===== config.mk =====
export PLATFORM = sky130hd
export DESIGN_NAME = payment_scheduler
export DESIGN_NICKNAME = d
export VERILOG_FILES = /design/src/rtl/pay_pkg.sv /design/src/rtl/pay_compare.sv /design/src/rtl/pay_rr_arbiter.sv /design/src/rtl/payment_scheduler.sv
export SDC_FILE = /design/constraint.sdc
export NUM_CORES = 1
export LEC_CHECK = 0
export BUFFER_PORTS_ARGS = -buffer_cell sky130_fd_sc_hd__buf_4
export CAP_MARGIN = 10
export CELL_PAD_IN_SITES_DETAIL_PLACEMENT = 1
export CELL_PAD_IN_SITES_GLOBAL_PLACEMENT = 1
export CORE_MARGIN = 2
export CORE_UTILIZATION = 37
export CTS_CLUSTER_DIAMETER = 40
export DETAILED_ROUTE_END_ITERATION = 10
export PLACE_DENSITY = 0.85
export SKIP_LAST_GASP = 1
export SYNTH_ARGS = -nofsm -noshare
export SYNTH_HDL_FRONTEND = slang
export SYNTH_HIERARCHICAL = 1
export SYNTH_SLANG_ARGS = --single-unit

===== constraint.sdc =====
create_clock -name clk -period 3.3 [get_ports clk]
set_input_delay 0.66 -clock clk [delete_from_list [all_inputs] [get_ports clk]]
set_output_delay 0.66 -clock clk [all_outputs]
set_load 0.02 [all_outputs]

===== src/rtl/pay_pkg.sv =====
// Shared types and constants for the payment scheduler: default amount width,
// transaction FSM states, comparator result record and round-robin helper.
package pay_pkg;

    localparam int unsigned PAY_AMT_W = 16;

    typedef enum logic [1:0] {
        IDLE  = 2'd0,
        GRANT = 2'd1,
        EVAL  = 2'd2,
        RESP  = 2'd3
    } pay_state_t;

    typedef struct packed {
        logic                 excess;
        logic                 short;
        logic [PAY_AMT_W-1:0] adjust;
    } pay_result_t;

    // Successor of source g in an n-entry round robin.
    function automatic int unsigned rr_next(input int unsigned g, input int unsigned n);
        return (g + 1 >= n) ? 0 : g + 1;
    endfunction

endpackage


===== src/rtl/pay_compare.sv =====
// Registered bill/paid comparator: flags over/under payment and the absolute
// difference, loaded once per evaluation and held until the next load.
module pay_compare
    import pay_pkg::*;
#(
    parameter int unsigned AMT_W = PAY_AMT_W
) (
    input  logic             clk,
    input  logic             rst,
    input  logic             load,
    input  logic [AMT_W-1:0] bill,
    input  logic [AMT_W-1:0] paid,
    output logic             excess,
    output logic             short,
    output logic [AMT_W-1:0] adjust
);

    // Larger operand is always the minuend, so the difference never wraps.
    always_ff @(posedge clk) begin
        if (rst) begin
            excess <= 1'b0;
            short  <= 1'b0;
            adjust <= '0;
        end else if (load) begin
            excess <= (paid > bill);
            short  <= (paid < bill);
            adjust <= (paid > bill) ? (paid - bill) : (bill - paid);
        end
    end

endmodule


===== src/rtl/pay_rr_arbiter.sv =====
// Round-robin picker: first requester at or above ptr wins, otherwise the
// lowest-numbered requester; produces a one-hot grant and its encoded index.
module pay_rr_arbiter #(
    parameter int unsigned NUM_REQ = 4,
    parameter int unsigned ID_W    = 2
) (
    input  logic [NUM_REQ-1:0] req,
    input  logic [ID_W-1:0]    ptr,
    input  logic               en,
    output logic [NUM_REQ-1:0] grant,
    output logic [ID_W-1:0]    id
);

    logic [NUM_REQ-1:0] hi;
    logic [NUM_REQ-1:0] upper;
    logic [NUM_REQ-1:0] pool;
    logic               found;

    always_comb begin
        hi = '0;
        for (int i = 0; i < NUM_REQ; i++) begin
            hi[i] = (ID_W'(i) >= ptr);
        end
        upper = req & hi;
        pool  = (|upper) ? upper : req;

        grant = '0;
        id    = '0;
        found = 1'b0;
        for (int i = 0; i < NUM_REQ; i++) begin
            if (en && !found && pool[i]) begin
                grant[i] = 1'b1;
                id       = ID_W'(i);
                found    = 1'b1;
            end
        end
    end

endmodule


===== src/rtl/payment_scheduler.sv =====
// Round-robin scheduler sharing one registered bill/paid comparator among
// NUM_REQ payment sources. Optional counters enabled by PAY_STATS_EN.
module payment_scheduler
    import pay_pkg::*;
#(
    parameter int unsigned NUM_REQ = 4,
    parameter int unsigned AMT_W   = PAY_AMT_W,
    parameter int unsigned ID_W    = 2
`ifdef PAY_STATS_EN
    ,
    parameter int unsigned CNT_W   = 16
`endif
) (
    input  logic                     clk,
    input  logic                     reset,
    input  logic [NUM_REQ-1:0]       req_valid,
    output logic [NUM_REQ-1:0]       req_ready,
    input  logic [NUM_REQ*AMT_W-1:0] req_bill,
    input  logic [NUM_REQ*AMT_W-1:0] req_paid,
    output logic                     rsp_valid,
    input  logic                     rsp_ready,
    output logic [ID_W-1:0]          rsp_id,
    output logic                     rsp_excess,
    output logic                     rsp_short,
    output logic [AMT_W-1:0]         rsp_adjust,
`ifdef PAY_STATS_EN
    input  logic                     stat_clr,
    output logic [CNT_W-1:0]         stat_total,
    output logic [CNT_W-1:0]         stat_excess,
    output logic [CNT_W-1:0]         stat_short,
`endif
    output logic                     busy
);

    pay_state_t         state;
    pay_state_t         state_nxt;
    logic [ID_W-1:0]    ptr;
    logic [NUM_REQ-1:0] gnt;
    logic [ID_W-1:0]    gnt_id;
    logic               arb_en;
    logic [AMT_W-1:0]   sel_bill;
    logic [AMT_W-1:0]   sel_paid;
    logic [AMT_W-1:0]   bill_q;
    logic [AMT_W-1:0]   paid_q;
    logic               rsp_fire;
    logic               eval_load;
    logic               cmp_rst;

    assign arb_en    = (state == GRANT);
    assign eval_load = (state == EVAL);
    assign rsp_fire  = rsp_valid && rsp_ready;
    assign cmp_rst   = ~reset;

    pay_rr_arbiter #(
        .NUM_REQ (NUM_REQ),
        .ID_W    (ID_W)
    ) u_arb (
        .req   (req_valid),
        .ptr   (ptr),
        .en    (arb_en),
        .grant (gnt),
        .id    (gnt_id)
    );

    // State register.
    always_ff @(posedge clk) begin
        if (!reset) begin
            state <= IDLE;
        end else begin
            state <= state_nxt;
        end
    end

    // Next-state logic; GRANT falls back to IDLE if every request vanished.
    always_comb begin
        state_nxt = state;
        case (state)
            IDLE:    if (|req_valid) state_nxt = GRANT;
            GRANT:   state_nxt = (|gnt) ? EVAL : IDLE;
            EVAL:    state_nxt = RESP;
            RESP:    if (rsp_fire) state_nxt = IDLE;
            default: state_nxt = IDLE;
        endcase
    end

    // FSM outputs: the accept strobe is live only during the GRANT cycle.
    always_comb begin
        req_ready = '0;
        busy      = 1'b0;
        if (state == GRANT) begin
            req_ready = gnt;
        end
        if (state != IDLE) begin
            busy = 1'b1;
        end
    end

    // Select the granted source's operands from the packed request buses.
    always_comb begin
        sel_bill = '0;
        sel_paid = '0;
        for (int i = 0; i < NUM_REQ; i++) begin
            if (gnt[i]) begin
                sel_bill = req_bill[i*AMT_W +: AMT_W];
                sel_paid = req_paid[i*AMT_W +: AMT_W];
            end
        end
    end

    // Operand latch, owner ID, rr pointer and response-valid flag.
    always_ff @(posedge clk) begin
        if (!reset) begin
            ptr       <= '0;
            bill_q    <= '0;
            paid_q    <= '0;
            rsp_id    <= '0;
            rsp_valid <= 1'b0;
        end else begin
            if (state == GRANT && (|gnt)) begin
                bill_q <= sel_bill;
                paid_q <= sel_paid;
                rsp_id <= gnt_id;
                ptr    <= ID_W'(rr_next(32'(gnt_id), NUM_REQ));
            end
            if (state == EVAL) begin
                rsp_valid <= 1'b1;
            end else if (rsp_fire) begin
                rsp_valid <= 1'b0;
            end
        end
    end

    // Comparator outputs are the response payload registers; they load in EVAL.
    pay_compare #(
        .AMT_W (AMT_W)
    ) u_cmp (
        .clk    (clk),
        .rst    (cmp_rst),
        .load   (eval_load),
        .bill   (bill_q),
        .paid   (paid_q),
        .excess (rsp_excess),
        .short  (rsp_short),
        .adjust (rsp_adjust)
    );

`ifdef PAY_STATS_EN
    // Saturating counters of delivered results; clear beats increment.
    always_ff @(posedge clk) begin
        if (!reset || stat_clr) begin
            stat_total  <= '0;
            stat_excess <= '0;
            stat_short  <= '0;
        end else if (rsp_fire) begin
            if (stat_total != '1) begin
                stat_total <= stat_total + CNT_W'(1);
            end
            if (rsp_excess && stat_excess != '1) begin
                stat_excess <= stat_excess + CNT_W'(1);
            end
            if (rsp_short && stat_short != '1) begin
                stat_short <= stat_short + CNT_W'(1);
            end
        end
    end
`endif

endmodule


==> flow_summary_export.csv <==
group,metric,value,unit
run,maxCapViolations,0,
yosys,synthDistinctLibCells,73,
clocking,clkTransAtPathRegs,0.06,ns
yosys,synth_fp_nets,762,
power,p_sw_frac,0.337,
grt,grt_max_degree,37,
route,post_drt_wl_per_cell,20.6,microns
setup_path,critPathLaunch,"paid_q[0]",
clocking,cts_made_buffers,9,
yosys,synth_top_area_cell,"dfxtp_1",
final_layout,fin_nets,908,
clocking,cts_tree,"done",
timing,post-route-period-util,0.914,
route,routed_wl,18800,microns
setup_path,setup.worst_path.class,"reg2reg",
clocking,clkLatencyLatePin,0.34,ns
place,place_inst,899,
grt,grt_usage,0.274,
timing,holdWs,0.468,ns
final_layout,diodes,0,
setup_path,worstPathArrival,3.24,ns
die,die_y,116,microns
die,start_util,0.375,
power,seqPwrFrac,0.262,
place,dp_hpwl,14700,microns
status,status,"complete, no violations",
timing,fmax,332,MHz
yosys,synth_commonest_cells,"dfxtp_1 (57), nand2_1 (52), inv_1 (43)",
yosys,yosysWarnings,6,
yosys,yosysMostFrequentCell,"dfxtp_1",
yosys,synth_edf_count,0,
yosys,ys.flop_type,"dfxtp_1",
power,clkPwrFrac,0.395,
route,top_layer_used,"met4",
power,p_comb_frac,0.343,
timing,slew_violations,0,
final_layout,area_delta_synth_final,36.6,%
yosys,ys_ff_latch,57,
route,wl_met2,9170,microns
route,antenna_left,0,
timing,setup_viol,0,
final_layout,design_area,6390,sq um
power,switchingPower,950,uW
yosys,yosysTopAreaCellShare,0.244,
timing,maxSlewHeadroom,0.614,
setup_path,crit_required,3.53,ns
route,drt_iter0_drc,331,
route,wl_met3,1110,microns
timing,worst_slack,0.285,ns
power,internal_power,1.87,mW
route,drc,0,
timing,finalSetupTns,0,ns
final_layout,drive_gt1_frac,0.302,
place,gp_congestion,0.893,
clocking,clock_sinks,57,
yosys,syn_avg_cell_area,7.88,sq um
setup_path,worstReg2RegStart,"paid_q[0]",
yosys,yosysSeqAreaShare,0.244,
power,vdd_drop_max,0.236,mV
worst_hold_path,worstHoldStart,"u_cmp/adjust[1]",
die,core.rowCount,41,
yosys,synthArstFlopShare,0,
power,p_leak,2.67,nW
grt,grt_pass1_vias,5487,
yosys,netlist_area,4680,sq um
yosys,synthTopCellsByArea,"dfxtp_1 (24%), ha_1 (8.6%), a221oi_1 (6.0%)",
die,core,12500,sq um
place,pre_cts_slack,-0.0343,ns
grt,antenna_found_initial,0,
die,die_w,116,microns
route,drt_pass1_iterations,5,
route,wl_met1,8210,microns
clocking,post_cts_buffers,0,
timing,rsz0062_at_grt,"no",
clocking,h-tree-depth,3,
setup_path,cp_max_fo,8,
place,numPortBuffers,160,
clocking,clockBufferDepth,2,
grt,grt_remaining_overflow,0,
timing,worstMarginPinSlew,0.571,ns
power,power_density,441,nW/um^2
place,placed_area,6020,sq um
timing,hold_viol,0,
setup_path,r2r_slack,0.28,ns
route,detailroute.via_count,5482,
yosys,syn_inst,593,
timing,finClkSkew,0.0103,ns
clocking,clockRootBuffer,"clkbuf_16",
route,viasPerCell,5.98,
grt,grt_pass1_wl,29000,microns
die,io_pins,161,
die,die_area,13600,sq um
setup_path,cp-end-kind,"flip-flop",
setup_path,start_kind,"flip-flop",
timing,finalCriticalPeriod,3.02,ns
final_layout,layout.cells.non_filler,916,
worst_hold_path,hp-class,"reg2reg",
## registers in the layout, summed over array words and instances, names as in the netlist, named ones only
register	flops
u_cmp/short	1
ptr	2
rsp_id	2
u_cmp/adjust	16
u_cmp/excess	1
bill_q	16
rsp_valid	1
state	1
paid_q	16
## layer usage
metal | up-vias | global-route usage
met5 | - | 0
met4 | 0 | 0.0690
met3 | 27 | 0.0493
met2 | 211 | 0.470
met1 | 2671 | 0.357
li1 | 2573 | -
## through the flow
step,power (mW),util
final,2.82,0.512
after global routing,2.94,0.512
after CTS,2.81,0.511
after detailed placement,1.69,0.483
after global placement,1.67,0.483
after floorplan,1.35,-
## cell usage in the layout (no fill, tap or decap), drive strengths merged, types with 8 or more instances in the layout
| cell type | n |
|---|---|
| a211oi | 9 |
| a21o | 10 |
| a21oi | 37 |
| a221oi | 33 |
| buf | 180 |
| clkbuf | 9 |
| dfxtp | 57 |
| ha | 32 |
| inv | 44 |
| nand2 | 52 |
| nand3 | 20 |
| nor2 | 36 |
| nor2b | 9 |
| nor3b | 8 |
| o21a | 8 |
| o21ai | 28 |
| o21bai | 8 |
| o22ai | 31 |
| o32ai | 32 |
## power by group through the flow
stage                     Combinational, mW  Clock [mW]  Sequential, mW
final                                 0.966        1.11           0.739
after global routing                   1.04        1.16           0.742
after CTS                             0.944        1.13           0.739
after detailed placement              0.938           0           0.753
after global placement                0.920           0           0.752
after floorplan                       0.586           0           0.764
## worst max-delay path, cell delays in order, from the launching register on
cell and delay [ns]:
dfxtp_1 0.38, inv_1 0.06, ha_1 0.21, fa_1 0.41, nor2b_1 0.17, o21ai_0 0.16
and4b_1 0.28, o21ai_2 0.39, buf_4 0.25, a21oi_1 0.10, a21o_1 0.19, a2111oi_2 0.30
## cell families (layout without fill, tap and decap cells)
logic type | count (synthesis) | after routing | share of synthesized area
AOI/OAI and AO/OA | 226 | 226 | 0.353
adders and majority gates | 34 | 34 | 0.0942
buffers and inverters | 89 | 240 | 0.0840
DFF | 57 | 57 | 0.244
muxes | 2 | 2 | 0.00428
and+or+nand+nor | 185 | 185 | 0.221
## worst paths after layout
path,cells after the start,end
worst min-delay path,2,u_cmp/adjust[1]
worst min register to register,2,u_cmp/adjust[1]
worst max register to register,11,u_cmp/adjust[5]
worst max-delay path,11,u_cmp/adjust[5]
## cell type report
class	instances	area, sq um
flip-flops and latches	57	1140
inverters	44	166
fillers	1524	6080
well taps	172	215
repair buffers	180	1360
clock buffers	9	225
clock inverters	7	128
multi-input cells	447	3150
## what timing repair did
action,CTS,global route
hold buffers,0,0
setup endpoints to repair,0,1
resized for setup,0,1
endpoints found under the hold margin,0,0
No activity file was read; power rests on OpenSTA's default activity.
